File: src/rtl/ece453_gpio_irq.sv
// Avalon-MM GPIO block: synchronised and debounced inputs with edge-triggered, maskable,
// write-1-to-clear interrupts, plus a bank of directly driven outputs.
module ece453_gpio_irq #(
  parameter int unsigned NUM_CH         = 8,
  parameter int unsigned SAMPLE_CYCLES  = 500000,
  parameter int unsigned STABLE_SAMPLES = 4
) (
  input  logic              clk,
  input  logic              reset,
  input  logic [4:0]        slave_address,
  input  logic              slave_read,
  input  logic              slave_write,
  input  logic [31:0]       slave_writedata,
  input  logic [3:0]        slave_byteenable,
  output logic [31:0]       slave_readdata,
  input  logic [NUM_CH-1:0] gpio_inputs,
  output logic [NUM_CH-1:0] gpio_outputs,
  output logic              irq_out
);

  localparam logic [31:0] DEV_ID    = 32'hECE4_5320;
  localparam logic [23:0] RELOAD    = 24'(SAMPLE_CYCLES - 1);
  localparam logic [2:0]  AGREE_MAX = 3'(STABLE_SAMPLES - 1);

  typedef enum logic [4:0] {
    A_DEV_ID  = 5'd0,
    A_CONTROL = 5'd1,
    A_STATUS  = 5'd2,
    A_IM      = 5'd3,
    A_IRQ     = 5'd4,
    A_RISE_EN = 5'd5,
    A_FALL_EN = 5'd6,
    A_GPIO    = 5'd7,
    A_RAW_IN  = 5'd8
  } addr_e;

  logic                   ctrl_en_q, ctrl_en_d;
  logic                   sample_now_q, sample_now_d;
  logic [23:0]            cnt_q;
  logic                   tick;
  logic [NUM_CH-1:0]      in_meta_q, in_sync_q;
  logic [NUM_CH-1:0]      level_q, level_d, prev_level_q;
  logic [NUM_CH-1:0][2:0] agree_q, agree_d;
  logic [NUM_CH-1:0]      im_q, im_d, irq_q, irq_d;
  logic [NUM_CH-1:0]      rise_q, rise_d, fall_q, fall_d, out_q, out_d;
  logic [NUM_CH-1:0]      ch_mask, ch_wdata, w1c, set_ev;

  function automatic logic [NUM_CH-1:0] merge(input logic [NUM_CH-1:0] old_v,
                                              input logic [NUM_CH-1:0] new_v,
                                              input logic [NUM_CH-1:0] mask);
    return (old_v & ~mask) | (new_v & mask);
  endfunction

  // A tick comes from the free-running counter or from a software sample-now request.
  assign tick = sample_now_q | (ctrl_en_q & (cnt_q == 24'd0));

  // Edge events are detected one cycle after the debounced level flips.
  assign set_ev = (level_q & ~prev_level_q & rise_q) | (~level_q & prev_level_q & fall_q);

  always_comb begin
    // NOTE: every output gets a default first so no path can infer a latch.
    level_d = level_q;
    agree_d = agree_q;
    if (tick) begin
      for (int i = 0; i < NUM_CH; i++) begin
        if (in_sync_q[i] != level_q[i]) begin
          if (agree_q[i] == AGREE_MAX) begin
            level_d[i] = ~level_q[i];
            agree_d[i] = 3'd0;
          end else begin
            agree_d[i] = agree_q[i] + 3'd1;
          end
        end else begin
          agree_d[i] = 3'd0;
        end
      end
    end
  end

  always_comb begin
    for (int i = 0; i < NUM_CH; i++) ch_mask[i] = slave_byteenable[i/8];
    ch_wdata     = slave_writedata[NUM_CH-1:0];
    ctrl_en_d    = ctrl_en_q;
    sample_now_d = 1'b0;
    im_d         = im_q;
    rise_d       = rise_q;
    fall_d       = fall_q;
    out_d        = out_q;
    w1c          = '0;
    if (slave_write) begin
      case (slave_address)
        A_CONTROL: if (slave_byteenable[0]) begin
          ctrl_en_d    = slave_writedata[0];
          sample_now_d = slave_writedata[1];
        end
        A_IM:      im_d   = merge(im_q, ch_wdata, ch_mask);
        A_IRQ:     w1c    = ch_wdata & ch_mask;
        A_RISE_EN: rise_d = merge(rise_q, ch_wdata, ch_mask);
        A_FALL_EN: fall_d = merge(fall_q, ch_wdata, ch_mask);
        A_GPIO:    out_d  = merge(out_q, ch_wdata, ch_mask);
        default: ;
      endcase
    end
    // A new event wins over a simultaneous clear.
    irq_d = (irq_q & ~w1c) | set_ev;
  end

  always_ff @(posedge clk or posedge reset) begin
    if (reset) begin
      ctrl_en_q    <= 1'b0;
      sample_now_q <= 1'b0;
      cnt_q        <= RELOAD;
      in_meta_q    <= '0;
      in_sync_q    <= '0;
      level_q      <= '0;
      prev_level_q <= '0;
      agree_q      <= '0;
      im_q         <= '0;
      irq_q        <= '0;
      rise_q       <= '0;
      fall_q       <= '0;
      out_q        <= '0;
    end else begin
      ctrl_en_q    <= ctrl_en_d;
      sample_now_q <= sample_now_d;
      if (tick)           cnt_q <= RELOAD;
      else if (ctrl_en_q) cnt_q <= cnt_q - 24'd1;
      in_meta_q    <= gpio_inputs;
      in_sync_q    <= in_meta_q;
      level_q      <= level_d;
      prev_level_q <= level_q;
      agree_q      <= agree_d;
      im_q         <= im_d;
      irq_q        <= irq_d;
      rise_q       <= rise_d;
      fall_q       <= fall_d;
      out_q        <= out_d;
    end
  end

  always_comb begin
    slave_readdata = 32'd0;
    if (slave_read) begin
      case (slave_address)
        A_DEV_ID:  slave_readdata = DEV_ID;
        A_CONTROL: slave_readdata = {31'd0, ctrl_en_q};
        A_STATUS:  slave_readdata = 32'(level_q);
        A_IM:      slave_readdata = 32'(im_q);
        A_IRQ:     slave_readdata = 32'(irq_q);
        A_RISE_EN: slave_readdata = 32'(rise_q);
        A_FALL_EN: slave_readdata = 32'(fall_q);
        A_GPIO:    slave_readdata = 32'(out_q);
        A_RAW_IN:  slave_readdata = 32'(in_sync_q);
        default: ;
      endcase
    end
  end

  assign gpio_outputs = out_q;
  assign irq_out      = |(im_q & irq_q);

endmodule

File: config.mk
export PLATFORM = sky130hd
export DESIGN_NAME = ece453_gpio_irq
export DESIGN_NICKNAME = d
export VERILOG_FILES = /design/src/rtl/ece453_gpio_irq.sv
export SDC_FILE = /design/constraint.sdc
export NUM_CORES = 1
export LEC_CHECK = 0
export CAP_MARGIN = 0
export CORE_ASPECT_RATIO = 1.2
export CORE_MARGIN = 2
export CORE_UTILIZATION = 55
export CTS_CLUSTER_DIAMETER = 200
export DETAILED_ROUTE_END_ITERATION = 8
export PLACE_DENSITY = 0.92
export SYNTH_ARGS = -nofsm -noshare
export SYNTH_HDL_FRONTEND = slang
export SYNTH_SLANG_ARGS = --single-unit
export TNS_END_PERCENT = 1
File: constraint.sdc
create_clock -name clk -period 4.45 [get_ports clk]
set_input_delay 0.6675 -clock clk [delete_from_list [all_inputs] [get_ports clk]]
set_output_delay 0.6675 -clock clk [all_outputs]
set_load 0.02 [all_outputs]
# Word-level counts from Yosys, hierarchy flattened
# Index checks and enable logic that the tools add are counted.
op_classes:
  n_reduce_logical: 17
  addsub: 9
  n_mux: 25
  bitwise_logic: 31
  eq_ne: 24
ops:
  columns: ["cell", "count"]
  rows:
  - ["$pmux W32 S9", 1]
  - ["$and A8 B8 Y8", 11]
  - ["$mux W24", 2]
  - ["$mux W3", 16]
  - ["$or A8 B8 Y8", 6]
  - ["$mux W32", 1]
  - ["$not A8 Y8", 4]
  - ["$reduce_and A3 Y1", 9]
  - ["$add A3 B1 Y3 const B", 8]
  - ["$eq A3 B2 Y1 const B", 8]
  - ["$logic_not A24 Y1", 1]
  - ["$sub A24 B1 Y24 const B", 1]
  - ["$eq A5 B3 Y1 const B", 4]
  - ["$mux W8", 2]
  - ["$eq A5 B2 Y1 const B", 2]
  - ["$ne A1 B1 Y1", 8]
  - ["$not A1 Y1", 8]
  - ["$reduce_and A2 Y1", 4]
  - ["$reduce_or A8 Y1", 1]
  - ["$eq A5 B1 Y1 const B", 1]
  - ["$eq A5 B4 Y1 const B", 1]
  - ["$logic_not A5 Y1", 1]
  - ["$mux W1", 3]
  - ["$reduce_bool A2 Y1", 1]
  - ["2 further kinds", 2]
word_totals:
  reg_bits: 122
  in_bits: 53
  word_cells: 133

# Logic depth before layout (Yosys ltp)
# Gate-level depths: netlist (run 1).
logic_depth:
  ltp_word: 6
  ltp_mapped: 7
  mapped_depth_nobuf: 6

# Worst setup path after synthesis (run 1)
# Ideal clock, no wire load.
synth_path:
  path_type: "input to output"
  start: "input port slave_address[2]"
  end: "output port slave_readdata[12]"
  path_stages: 6
  slack_ns: 1.646
  arrival_time_ns: 2.136
  cell_sequence: "buf_2 clkbuf_1 clkbuf_1 nor2_1 and3_1 buf_4"
synth_via:
  elab_chain_cells: 3
  elab_cells_between_ends: 11
  cone_classes: "8 x eq/ne; 2 x mux; 1 x reduce/logical"
synth_rtl:
  columns: ["element", "line_no", "text"]
  rows:
  - ["start: declaration", "10", "input logic [4:0] slave_address,"]
  - ["$eq A5 B4 Y1, or another cell as far along", "144", "case (slave_address)"]
  - ["$pmux W32 S9 *", "144", null]
  - ["$mux W32 *", "143", "if (slave_read) begin"]
  - ["end: declaration", "15", "output logic [31:0] slave_readdata,"]
# Every way passes the cells marked *; elsewhere a longest branch is shown, timed or not.

# Final worst setup path (run 1)
layout_path:
  start: "input port slave_address[2]"
  end: "output port slave_readdata[1]"
# Same word-level chain as after synthesis.

==> results.md, run 1 <==
- Antenna cells: 0
- Post-DP HPWL: approximately 9800 um
- Placeable Area: 0.01114 mm^2
- Fin Clk Skew: slightly above 6 ps
- Slew headroom: 0.2209
- First drt pass iteration count: 7
- Layout Nets: between 600 and 700
- Hold Startpoint: in_meta_q[3]
- Layout cells sized above 1: 0.1925
- Reg clk slew, reported paths: around 60 ps
- Launch point of the worst reg-to-reg path: cnt_q[11]
- Crit path capture type: output port
- Placed cells: around 760
- Worst Setup Start Kind: input pin
- Synth warnings: 0
- Port Buffer Count: 55
- Status: finished clean
- GRT Resource Usage Total: 0.2509
- Critical Path AT: about 3100 ps
- CTS Sinks: around 120
- CTS root buf: clkbuf_16
- Num CTS Buffers: 17
- Post-layout min period: approximately 3800 ps
- Synth cell types: 60
- Number of max-cap violations: 0
- Count of standard-cell rows: 42
- Fin Setup TNS: 0 ps
- CTS Hold Buffers Added: 0
- Global-route wire length before repair: ~24000 um
- Grt ovf: 0
- Fin. Hold Viols: 0
- Total vias in the final route: just under 5000
- Synthesized area per cell: approximately 11 um^2
- Synthesis-to-finish area growth: 18.77%
- Largest net degree at the start of global routing: slightly above 70
- Die area: approximately 0.012 mm^2
- Initial Util: 0.5677
- CTS tree: yes
- Drc violations: 0
- Number of synthesized flops with an enable pin: 0
- H-tree depth: 4
- Post-route cell area: 0.007512 mm^2
- RSZ-0062 raised after global routing: false
- Post-Route WL: around 15000 um
- Maximum achievable frequency: approximately 0.26 GHz
- Hold Crit Class: reg -> reg
- Initial antenna violation count: 0
- Pwr dens: between 400 and 500 mW/mm^2
- Yosys reg bits: approximately 120
- Cell with the most instances after synthesis: dfrtp_1
- Async set-reset flop share out of synthesis: 1.000
- Commonest cells post-synth: dfrtp_1 (111), nand2_1 (48), mux2_2 (44)
- Gpl congestion: around 0.91
- Ports: 94
- Slew Viols, Final: 0
- Kind of critical path: in -> out
- Initial DRC count: about 330
- R2r setup slk: 1310 ps
- Max Buffers Root-to-Sink: 2
- Die Y-Extent: ~120 um
- Top post-synthesis cells by area: dfrtp_1 (44%), mux2_2 (7.8%), dfstp_2 (4.6%)
- Total Power: 3674 uW
- Fillers: approximately 770
- Least-Margin Pin Slew: about 1200 ps
- Top FF cell, synth: dfrtp_1
- Final setup fails: 0
- Final period util: 0.8556
- Dpl cell area: between 0.006 and 0.007 mm^2
- CP max FO: 16
- Register area share after synthesis: 0.4849
- Pleak: approximately 0.0032 uW
- Mapped Cells: 580
- Peak supply drop: between 0.2 and 0.3 mV
- Synth Cell Area: 0.006325 mm^2
- Antenna-violating nets left: 0
- Fin util: 0.6743
- WL/cell: between 15 and 20 um
- Vias per cell: between 6 and 7
- DIE WIDTH: a little over 100 um
- CP startpoint: slave_address[2]
- Vias in the first global route: roughly 5000
- Post_cts resized: 0
- Share of the synthesized area in the top cell type: 0.4392
- Clk Latency, worst-skew pair: 420 ps
- CP required: 3780 ps
- Non-filler cells in the finished layout: 793
- Yosys top cell by area: dfrtp_1
- Postcts setup bufs: 0
[per-layer routing]
layer	GRT usage	part of all wire	up-vias
li1	-	-	2175
met1	0.2910	0.39	2397
met2	0.4174	0.50	228
met3	0.07028	0.067	52
met4	0.1342	0.039	0
met5	0	0	-
[where the power goes]
part	total (uW)	internal, uW	switching (uW)
registers	1530	1330	198
clock network	1440	937	507
logic	701	324	376
total	3670	2590	1080
[final timing paths]
check	depth (start not counted)	endpoint
min in group asynchronous	2	asynchronous set/reset pin
worst max-delay path	7	slave_readdata[1]
max in group asynchronous	3	cnt_q[13]
worst min register to register	0	in_sync_q[3]
worst min-delay path	0	in_sync_q[3]
worst max register to register	4	agree_q[1]
[area by class of cell]
class / instances / area [um^2] / share of cell area
clock buffer: 17 / 425.4 / 0.05663
clock inverter: 15 / 200.2 / 0.02665
inverter: 14 / 55.05 / 0.007328
multi-input combinational: 407 / 2954 / 0.3932
sequential: 122 / 3067 / 0.4082
tap: 154 / 192.7 / 0.02565
timing repair buffer: 64 / 618.1 / 0.08228
[critical path: stages]
cell	delay (ps)
clkdlybuf4s50_1	730
buf_4	310
nor4bb_1	350
a31oi_1	100
a21o_1	190
a21oi_1	150
clkdlybuf4s50_1	630
[kinds of logic after synthesis]
logic type	Yosys count	share of synthesized area
XOR/XNOR	20	0.02770
AO/OA/AOI/OAI	90	0.1001
adder cells (fa/ha/maj)	10	0.01978
flip-flops	122	0.4849
buffers and inverters	61	0.05499
AND/OR/NAND/NOR	211	0.1873
multiplexers	65	0.1246
other	1	0.0005929
[placed cells by master (no fill, tap or decap), types with 7 or more instances in the layout]
master and n:
nor2_1 23, ha_1 10, nand2_1 48, dfrtp_1 111, dfstp_2 11, or3_1 10
a21oi_1 9, conb_1 11, buf_4 9, mux2i_1 9, clkbuf_16 17, nor3_1 15
nand3_1 22, a21o_1 10, xnor2_1 15, mux2_2 44, o21ai_0 18, o21a_1 7
inv_1 13, nor2b_1 28, or4_1 14, clkdlybuf4s50_1 55, nor4_1 8, mux2_4 9
and3_1 12
[per-stage QoR]
step,setup slack [ps],hold WS [ps]
global placement,695.4,332.3
floorplan,558.2,331.2
finish,642.8,345.3
global route,618.7,364.0
CTS,710.4,347.4
detailed placement,717.3,334.7
Note: power is estimated with default switching activity, not from simulation.
==> run 2: changes to the inputs <==
--- a/config.mk
+++ b/config.mk
@@ -8,10 +8,10 @@
 export CAP_MARGIN = 0
 export CORE_ASPECT_RATIO = 1.2
 export CORE_MARGIN = 2
-export CORE_UTILIZATION = 55
+export CORE_UTILIZATION = 45
 export CTS_CLUSTER_DIAMETER = 200
 export DETAILED_ROUTE_END_ITERATION = 8
-export PLACE_DENSITY = 0.92
+export PLACE_DENSITY = 0.79
 export SYNTH_ARGS = -nofsm -noshare
 export SYNTH_HDL_FRONTEND = slang
 export SYNTH_SLANG_ARGS = --single-unit
==> constraint.sdc (replaced) <==
create_clock -name clk -period 4.45 [get_ports clk]
set_input_delay 0.445 -clock clk [delete_from_list [all_inputs] [get_ports clk]]
set_output_delay 0.445 -clock clk [all_outputs]
set_load 0.02 [all_outputs]
==> run 2 against run 1 <==
Routed wire length up 0.25%. Core utilization is 13 points lower. Via count fell by 1.4%. Non-clock buffer count unchanged. Combinational power shrank 0.6%. Clock power increased by 3%. Sequential power hardly changed. Global-route usage is 4.8 points lower. Fmax grew 11%. Largest cell class unchanged. Power increased by 1.0%.
==> results.md, run 2 (same netlist as run 1, synthesis figures left out) <==
- Post-DP HPWL: 9844 um
- Hold Path End: in_sync_q[1]
- Final setup fails: 0
- Antenna cells: 0
- Layout Nets: 689
- Post-route cell area: around 0.0075 mm^2
- GRT Resource Usage Total: 0.2029
- Post_cts resized: 0
- H-tree depth: 4
- RSZ-0062 raised after global routing: false
- Hold Startpoint: in_meta_q[1]
- Launch point of the worst reg-to-reg path: cnt_q[0]
- Die area: between 0.015 and 0.02 mm^2
- Slew headroom: 0.2745
- DIE WIDTH: between 100 and 150 um
- Pleak: 0.003201 uW
- Drc violations: 0
- Maximum achievable frequency: approximately 0.29 GHz
- Ports: 94
- Critical Path AT: between 2000 and 3000 ps
- CP max FO: 14
- Most common cell after layout, fill and taps aside: dfrtp_1
- Post-Route WL: ~15000 um
- Initial antenna violation count: 0
- Initial DRC count: approximately 400
- Vias per cell: just under 6
- CTS Hold Buffers Added: 0
- Status: finished clean
- Max Buffers Root-to-Sink: 2
- Peak supply drop: around 0.27 mV
- Kind of critical path: in -> out
- Dpl cell area: between 0.006 and 0.007 mm^2
- Grt ovf: 0
- Num CTS Buffers: 17
- CP required: about 4000 ps
- Gpl congestion: ~0.90
- Final period util: 0.7716
- Synthesis-to-finish area growth: 19.29%
- Postcts setup bufs: 0
- Placeable Area: 0.01376 mm^2
- Vias in the first global route: between 4000 and 5000
- Fin Clk Skew: 9.148 ps
- Number of max-cap violations: 0
- CTS Sinks: 122
- Hold depth: 0
- Port Buffer Count: 55
- Hold Crit Class: reg -> reg
- R2r worst-path depth: 7
- Post-layout min period: around 3400 ps
- WL/cell: roughly 18 um
- Crit path capture type: output port
- Worst Setup Start Kind: input pin
- R2r setup slk: 1230 ps
- CTS tree: yes
- Initial Util: 0.4596
- First drt pass iteration count: 5
- Pwr dens: 491.9 mW/mm^2
- Total vias in the final route: 4786
- Fin Setup TNS: 0 ps
- Antenna-violating nets left: 0
- Count of standard-cell rows: 47
- Slew Viols, Final: 0
- Global-route wire length before repair: ~25000 um
- Largest net degree at the start of global routing: 86
- RR Endpoint: agree_q[1]
- Commonest cells after routing, fill and taps aside: dfrtp_1 (111), clkdlybuf4s50_1 (55), nand2_1 (48)
- Fin. Hold Viols: 0
- Layout cells sized above 1: 0.1925
- Die Y-Extent: roughly 130 um
- Least-Margin Pin Slew: roughly 1100 ps
- CTS root buf: clkbuf_16
- Reg clk slew, reported paths: roughly 60 ps
- Clk Latency, worst-skew pair: roughly 420 ps
## run 2: routing by layer
layer / vias to the layer above / wire length, um / GRT usage
met3: 35 / 759 / 0.04474
li1: 2178 / - / -
met2: 182 / 7419 / 0.3407
met4: 0 / 304 / 0.09553
met1: 2391 / 6160 / 0.2494
met5: - / 0 / 0
## run 2: final cells by class
type | instances | area, um^2
clock inverter | 15 | 211.5
multi-input combinational | 407 | 2954
clock buffer | 17 | 425.4
timing repair buffer | 64 | 618.1
tap | 171 | 214.0
inverter | 14 | 55.05
fill | 1127 | 6216
sequential | 122 | 3067
## run 2: how the worst max path moves through the flow
stage                           from                    endpoint  depth (start not counted)
finish              slave_address[2]           slave_readdata[1]                          6
CTS                 slave_address[2]           slave_readdata[1]                          6
global placement    slave_address[2]           slave_readdata[1]                          6
detailed placement  slave_address[2]           slave_readdata[1]                          6
global route        slave_address[2]           slave_readdata[5]                          6
floorplan                      reset  asynchronous set/reset pin                          1
## run 2: worst max-delay path: stages
cell and delay, ps:
clkdlybuf4s50_1 800, or3b_2 560, nor2_1 250, a32oi_1 150, a21oi_1 150, clkdlybuf4s50_1 640
## run 2: power by group
part           internal [uW]  total, uW  switching [uW]
combinational            325        697             372
clock                    948       1480             537
sequential              1330       1530             199
total                   2600       3710            1110
## run 2: stage by stage
step	power [uW]	util	worst slack [ps]	instances	hold slack, ps
2_1_floorplan	2020	-	780.7	590	331.2
3_3_place_gp	2170	0.5020	1055	778	333.4
3_5_place_dp	2229	0.5020	1057	778	335.8
4_1_cts	3721	0.5483	1045	810	349.2
5_1_grt	3870	0.5483	905.2	810	351.3
6_report	3711	0.5483	1016	810	349.2
